<file path="src/rtl/vecmac_dot_acc_if.sv">
// Valid/ready bundle for the dot-product engine: the operand beat stream in,
// the accumulated result stream out.
interface vecmac_dot_acc_if #(
  parameter int LANES = 4,
  parameter int W     = 8,
  parameter int ACC_W = 2*8 + 2 + 8
);
  logic                 in_valid;
  logic                 in_ready;
  logic                 in_first;
  logic                 in_last;
  logic                 in_signed;
  logic [LANES*W-1:0]   in_a;
  logic [LANES*W-1:0]   in_b;
  logic                 out_valid;
  logic                 out_ready;
  logic [ACC_W-1:0]     out_acc;
  logic                 out_ovf;

  modport master (
    output in_valid, in_first, in_last, in_signed, in_a, in_b, out_ready,
    input  in_ready, out_valid, out_acc, out_ovf
  );

  modport slave (
    input  in_valid, in_first, in_last, in_signed, in_a, in_b, out_ready,
    output in_ready, out_valid, out_acc, out_ovf
  );
endinterface

</file>
<file path="src/rtl/vecmac_dot_acc.sv">
// LANES x (W x W) multiply, lane-sum and frame accumulate engine.
// Three stages (products, lane sum, accumulate) with a single global stall.
module vecmac_dot_acc #(
  parameter int LANES   = 4,
  parameter int W       = 8,
  parameter int ACC_EXT = 8
) (
  input  logic            clk,
  input  logic            rst_n,
  vecmac_dot_acc_if.slave bus
);
  localparam int ACC_W = 2*W + $clog2(LANES) + ACC_EXT;
  localparam int PW    = 2*W;

  logic stall, accept, beat_signed, frame_signed;

  logic          s1_valid, s1_first, s1_last, s1_signed;
  logic [PW-1:0] s1_prod [LANES];
  logic [PW-1:0] prod_c  [LANES];
  logic [PW-1:0] ext_a   [LANES];
  logic [PW-1:0] ext_b   [LANES];

  logic             s2_valid, s2_first, s2_last, s2_signed;
  logic [ACC_W-1:0] s2_sum, sum_c;

  logic [ACC_W-1:0] acc, acc_nxt;
  logic [ACC_W:0]   add_c;
  logic             ovf_r, ovf_nxt, wrap;

  logic             out_valid_r, out_ovf_r;
  logic [ACC_W-1:0] out_acc_r;

  assign stall         = out_valid_r && !bus.out_ready;
  assign accept        = bus.in_valid && !stall;
  assign bus.in_ready  = !stall;
  assign bus.out_valid = out_valid_r;
  assign bus.out_acc   = out_acc_r;
  assign bus.out_ovf   = out_ovf_r;

  // Mode comes from the current beat only when it opens a frame.
  assign beat_signed = bus.in_first ? bus.in_signed : frame_signed;

  always_comb begin
    for (int unsigned i = 0; i < LANES; i++) begin
      ext_a[i]  = {{W{beat_signed & bus.in_a[i*W+W-1]}}, bus.in_a[i*W +: W]};
      ext_b[i]  = {{W{beat_signed & bus.in_b[i*W+W-1]}}, bus.in_b[i*W +: W]};
      prod_c[i] = ext_a[i] * ext_b[i];
    end
  end

  always_comb begin
    sum_c = '0;
    for (int unsigned i = 0; i < LANES; i++) begin
      sum_c = sum_c + {{(ACC_W-PW){s1_signed & s1_prod[i][PW-1]}}, s1_prod[i]};
    end
  end

  // Signed wrap: equal addend signs with a differing result sign.
  always_comb begin
    add_c   = {1'b0, acc} + {1'b0, s2_sum};
    wrap    = s2_signed ? ((acc[ACC_W-1] == s2_sum[ACC_W-1]) &&
                           (add_c[ACC_W-1] != acc[ACC_W-1]))
                        : add_c[ACC_W];
    acc_nxt = s2_first ? s2_sum : add_c[ACC_W-1:0];
    ovf_nxt = s2_first ? 1'b0 : (ovf_r | wrap);
  end

  always_ff @(posedge clk) begin
    if (!rst_n) begin
      frame_signed <= 1'b0;
      s1_valid     <= 1'b0;
      s1_first     <= 1'b0;
      s1_last      <= 1'b0;
      s1_signed    <= 1'b0;
      for (int unsigned i = 0; i < LANES; i++) s1_prod[i] <= '0;
      s2_valid     <= 1'b0;
      s2_first     <= 1'b0;
      s2_last      <= 1'b0;
      s2_signed    <= 1'b0;
      s2_sum       <= '0;
      acc          <= '0;
      ovf_r        <= 1'b0;
      out_valid_r  <= 1'b0;
      out_acc_r    <= '0;
      out_ovf_r    <= 1'b0;
    end else if (!stall) begin
      if (accept && bus.in_first) frame_signed <= bus.in_signed;
      s1_valid  <= accept;
      s1_first  <= bus.in_first;
      s1_last   <= bus.in_last;
      s1_signed <= beat_signed;
      s1_prod   <= prod_c;

      s2_valid  <= s1_valid;
      s2_first  <= s1_first;
      s2_last   <= s1_last;
      s2_signed <= s1_signed;
      s2_sum    <= sum_c;

      if (s2_valid) begin
        acc   <= acc_nxt;
        ovf_r <= ovf_nxt;
      end
      if (s2_valid && s2_last) begin
        out_valid_r <= 1'b1;
        out_acc_r   <= acc_nxt;
        out_ovf_r   <= ovf_nxt;
      end else begin
        out_valid_r <= 1'b0;
      end
    end
  end
endmodule

</file>
<file path="src/flat_wrapper.sv">
// flat-port wrapper written by rule: the top's interface ports become plain ports
module vecmac_dot_acc_flat 
#(
  parameter int LANES   = 4,
  parameter int W       = 8,
  parameter int ACC_EXT = 8
)
  (clk, rst_n, bus_in_valid, bus_in_first, bus_in_last, bus_in_signed, bus_in_a, bus_in_b, bus_out_ready, bus_in_ready, bus_out_valid, bus_out_acc, bus_out_ovf);
  vecmac_dot_acc_if #(.LANES(LANES), .W(W), .ACC_W((26))) bus_i ();
  input  logic clk;
  input  logic rst_n;
  input wire logic [$bits(bus_i.in_valid)-1:0] bus_in_valid;
  input wire logic [$bits(bus_i.in_first)-1:0] bus_in_first;
  input wire logic [$bits(bus_i.in_last)-1:0] bus_in_last;
  input wire logic [$bits(bus_i.in_signed)-1:0] bus_in_signed;
  input wire logic [$bits(bus_i.in_a)-1:0] bus_in_a;
  input wire logic [$bits(bus_i.in_b)-1:0] bus_in_b;
  input wire logic [$bits(bus_i.out_ready)-1:0] bus_out_ready;
  output wire logic [$bits(bus_i.in_ready)-1:0] bus_in_ready;
  output wire logic [$bits(bus_i.out_valid)-1:0] bus_out_valid;
  output wire logic [$bits(bus_i.out_acc)-1:0] bus_out_acc;
  output wire logic [$bits(bus_i.out_ovf)-1:0] bus_out_ovf;
  assign bus_i.in_valid = bus_in_valid;
  assign bus_i.in_first = bus_in_first;
  assign bus_i.in_last = bus_in_last;
  assign bus_i.in_signed = bus_in_signed;
  assign bus_i.in_a = bus_in_a;
  assign bus_i.in_b = bus_in_b;
  assign bus_i.out_ready = bus_out_ready;
  assign bus_in_ready = bus_i.in_ready;
  assign bus_out_valid = bus_i.out_valid;
  assign bus_out_acc = bus_i.out_acc;
  assign bus_out_ovf = bus_i.out_ovf;
  vecmac_dot_acc #(.LANES(LANES), .W(W), .ACC_EXT(ACC_EXT)) u_core (.clk(clk), .rst_n(rst_n), .bus(bus_i));
endmodule
</file>
<file path="config.mk">
export PLATFORM = sky130hd
export DESIGN_NAME = vecmac_dot_acc_flat
export DESIGN_NICKNAME = d
export VERILOG_FILES = /design/src/rtl/vecmac_dot_acc_if.sv /design/src/rtl/vecmac_dot_acc.sv /design/src/flat_wrapper.sv
export SDC_FILE = /design/constraint.sdc
export NUM_CORES = 1
export LEC_CHECK = 0
export CELL_PAD_IN_SITES_DETAIL_PLACEMENT = 0
export CELL_PAD_IN_SITES_GLOBAL_PLACEMENT = 1
export CORE_ASPECT_RATIO = 0.6
export CORE_MARGIN = 8
export CORE_UTILIZATION = 25
export DETAILED_ROUTE_END_ITERATION = 16
export GPL_TIMING_DRIVEN = 0
export PLACE_DENSITY = 0.5
export RECOVER_POWER = 25
export SLEW_MARGIN = 20
export SYNTH_ARGS = -nofsm -noshare
export SYNTH_HDL_FRONTEND = slang
export SYNTH_SLANG_ARGS = --single-unit
</file>
<file path="constraint.sdc">
create_clock -name clk -period 9.72 [get_ports clk]
set_clock_uncertainty 0.05 [all_clocks]
set_input_delay 1.944 -clock clk [delete_from_list [all_inputs] [get_ports clk]]
set_output_delay 1.944 -clock clk [all_outputs]
set_load 0.05 [all_outputs]
</file>
==> flow_metrics.tcl <==
set metrics [dict create \
    status "finished, final reports clean" \
    cts_tree "built" \
    clkTransAtPathRegs_ns 0.07 \
    fin_ws_ns 1.085 \
    syn_inst 2351 \
    slew_headroom_pct 24.90 \
    cp-end-kind "register" \
    ctsHoldBuffers 0 \
    post_cts_resized 0 \
    syn_nets 2888 \
    async_flop_share_pct 0 \
    die_y_um 233.2 \
    vias 15580 \
    fillCellCount 8475 \
    crit_slowest_cell "clkbuf_1" \
    netlist_area_um2 19650 \
    start_util_pct 25.29 \
    fin_crit_sh_pct 88.83 \
    clock_latency_ns 0.45 \
    die_w_um 377.9 \
    antenna_found_initial 4 \
    yosys_warnings 0 \
    crit_top_cell "fa_1" \
    path_buf_inv 6 \
    irDropWorstVdd_mv 0.1702 \
    yosys_most_used_dff "dfxtp_1" \
    drive_gt1_share_pct 2.082 \
    clock_path_buffers 2 \
    dp_hpwl_mm 50.35 \
    synth_cell_types 65 \
    gr-usage-all-layers_pct 13.81 \
    routedWlPerCell_um 17.20 \
    leakage_nw 10.65 \
    final_cells 3503 \
    final_nets 2973 \
    power_frac_clock_pct 13.2 \
    cp.required_ns 10.05 \
    gr-total-overflow 0 \
    cts_buffers 17 \
    synth-seq-cells 154 \
    cp.arrival_ns 8.96 \
    rows 79 \
    tns_ns 0 \
    start_kind "input port" \
    swShare_pct 47.32 \
    portBuffers 66 \
    power_frac_seq_pct 16.6 \
    drt_iter0_markers 820 \
    dr.pass1.iters 5 \
    hold_class "register to register" \
    gp_congestion 0.8573 \
    ios 100 \
    grt_pass1_wl_mm 95.16 \
    drcViolationCount 0 \
    tightest_slew_ns 1.117 \
    power_density_nw_per_um2 244.6 \
    synth-edff-count 0 \
    core_um2 77690 \
    post-cts-setup-buffers 0 \
    power_mw 5.442 \
    seq_area_um2 3083 \
    final_util_pct 28.63 \
    pre_cts_slack_ns 0.3233 \
    ant_nets 0 \
    cpPeakStageDelay_ns 0.79 \
    clock-root-buffer "clkbuf_16" \
    path_delay_family "adder cells" \
    rsz0062_at_grt "no" \
    p_sw_mw 2.575 \
    drt_wl_total_mm 60.26 \
    fmax_mhz 115.8 \
    worstPathMaxFanout 10 \
    viasPerCell 4.448 \
    maxSlewViolCount 0 \
    area_delta_synth_final_pct 13.21 \
    path_cells "clkdlybuf4s50_1 -> mux2_2 -> clkbuf_2 -> clkbuf_1 -> nand3_1 -> fa_1 -> inv_1 -> fa_1 -> fa_1 -> fa_1 -> inv_1 -> fa_1 -> inv_1 -> ha_1 -> a21oi_1 -> nor2b_1 -> o21a_1 -> or4_1 -> a41oi_1 -> xnor2_1 -> nand2_1 -> a21oi_1" \
    crit_type "input port to register" \
    grt_pass1_vias 16160 \
    hold_violations 0 \
    fp.dieArea_um2 88120 \
    cts_sinks 154 \
    dp.cells 3470 \
    finalCriticalPeriod_ns 8.635 \
    combPwrFrac_pct 70.2 \
    htreeDepth 4 \
    grt_max_degree 17 \
    ys_seq_area_share_pct 15.69 \
    p_int_mw 2.867 \
    setup_viol 0 \
    syn-mean-instance-area_um2 8.358 \
    multi_input_area_um2 14670 \
    drv_cap 0 \
]
## metrics by stage
stage | hold slack, ns | cell area (µm²)
CTS | 0.4039 | 22240
detailed placement | 0.3968 | 21630
global route | 0.4236 | 22240
finish | 0.4036 | 22250
floorplan | 0.3819 | 19650
global placement | 0.3956 | 21630
## sequential cells by signal, indices dropped and copies added (netlist names), 26 cells and up
register and cells:
u_core.s2_sum 26, u_core.acc 26, u_core.bus.out_acc 26, u_core.s1_prod 64
## layout make-up
cell class	count	share of cell area, %
clock inverters	12	0.7480
diodes	1	0.01125
clock buffers	20	2.008
inverters	411	6.935
well taps	1053	5.922
plain buffers	93	1.586
repair buffers	66	2.970
flip-flops and latches	154	13.86
multi-input cells	1693	65.96
## tightest hold or removal path, delay by kind of cell, from the launching register on
family	cells	cell delay, ns
DFF	1	0.31
and+or+nand+nor	1	0.05
AOI/OAI and AO/OA	1	0.05
## power groups by stage
stage	clock network, mW	logic, mW	registers, mW
2_1_floorplan	0	2.88	0.865
3_3_place_gp	0	3.84	0.911
3_5_place_dp	0	3.84	0.914
4_1_cts	0.740	3.89	0.901
5_1_grt	0.767	4.40	0.920
6_report	0.721	3.82	0.901
## placed cells by master, fill, tap and decap left out, drive strengths merged, types with 12 or more instances in the layout
| cell | n |
|---|---|
| clkdlybuf4s50 | 36 |
| and2 | 145 |
| nor2 | 120 |
| a31oi | 13 |
| a211oi | 20 |
| clkbuf | 102 |
| dlygate4sd3 | 30 |
| nand3 | 34 |
| or2 | 13 |
| nand4b | 12 |
| xor2 | 38 |
| inv | 412 |
| ha | 193 |
| a21oi | 152 |
| a21o | 31 |
| nand2 | 328 |
| nor3 | 26 |
| o21ai | 63 |
| xnor2 | 71 |
| dfxtp | 154 |
| nand2b | 15 |
| and3 | 16 |
| nor2b | 17 |
| fa | 273 |
| o21a | 27 |
## metal layers
layer	part of all wire, %	GRT usage [%]	vias to the layer above	routed length [µm]
li1	-	-	7557	-
met1	54	21.57	7682	32540
met2	39	19.52	307	23760
met3	5.6	2.900	36	3387
met4	0.95	2.039	0	575
met5	0	0	-	0
## cell families after synthesis
group                      Yosys count  synth area share (%)
muxes                               13                0.6750
adders and majority gates          466                 40.10
DFF                                154                 15.69
xor gates and xnor gates           109                 4.858
and+or+nand+nor                    752                 18.15
buffers and inverters              504                 9.634
AOI/OAI and AO/OA                  353                 10.89
## worst paths after layout
kind	startpoint	end	slack (ns)	cells after the start
max reg2reg	u_core.frame_signed	u_core.s1_prod[31]	2.81	21
min reg2reg	u_core.s1_prod[10]	u_core.s1_prod[10]	0.40	2
max	bus_in_first	u_core.s1_prod[31]	1.09	22
min	u_core.s1_prod[10]	u_core.s1_prod[10]	0.40	2
## Yosys cell counts, types with 7 or more instances
| master | number | area share [%] |
|---|---|---|
| a31oi_1 | 13 | 0.41 |
| nand2_1 | 328 | 6.3 |
| xnor2_1 | 71 | 3.2 |
| o21a_1 | 27 | 1.0 |
| or2_2 | 12 | 0.38 |
| and3_1 | 16 | 0.51 |
| mux2i_1 | 11 | 0.56 |
| and2_1 | 145 | 4.6 |
| nand3_1 | 34 | 0.87 |
| o21bai_1 | 7 | 0.27 |
| nor2_1 | 120 | 2.3 |
| xor2_1 | 38 | 1.7 |
| nor2b_1 | 17 | 0.54 |
| buf_1 | 11 | 0.21 |
| inv_1 | 409 | 7.8 |
| a211oi_1 | 20 | 0.76 |
| nand4b_1 | 12 | 0.53 |
| a21oi_1 | 152 | 3.9 |
| o211ai_1 | 7 | 0.27 |
| clkbuf_1 | 81 | 1.5 |
| o21ai_1 | 7 | 0.18 |
| dfxtp_1 | 154 | 16 |
| or3_1 | 9 | 0.29 |
| nor3_1 | 26 | 0.66 |
| o21ai_0 | 55 | 1.4 |
| a21o_1 | 31 | 1.2 |
| fa_1 | 273 | 28 |
| ha_1 | 193 | 12 |
| nand2b_1 | 15 | 0.48 |
(Power assumes the default switching activity.)
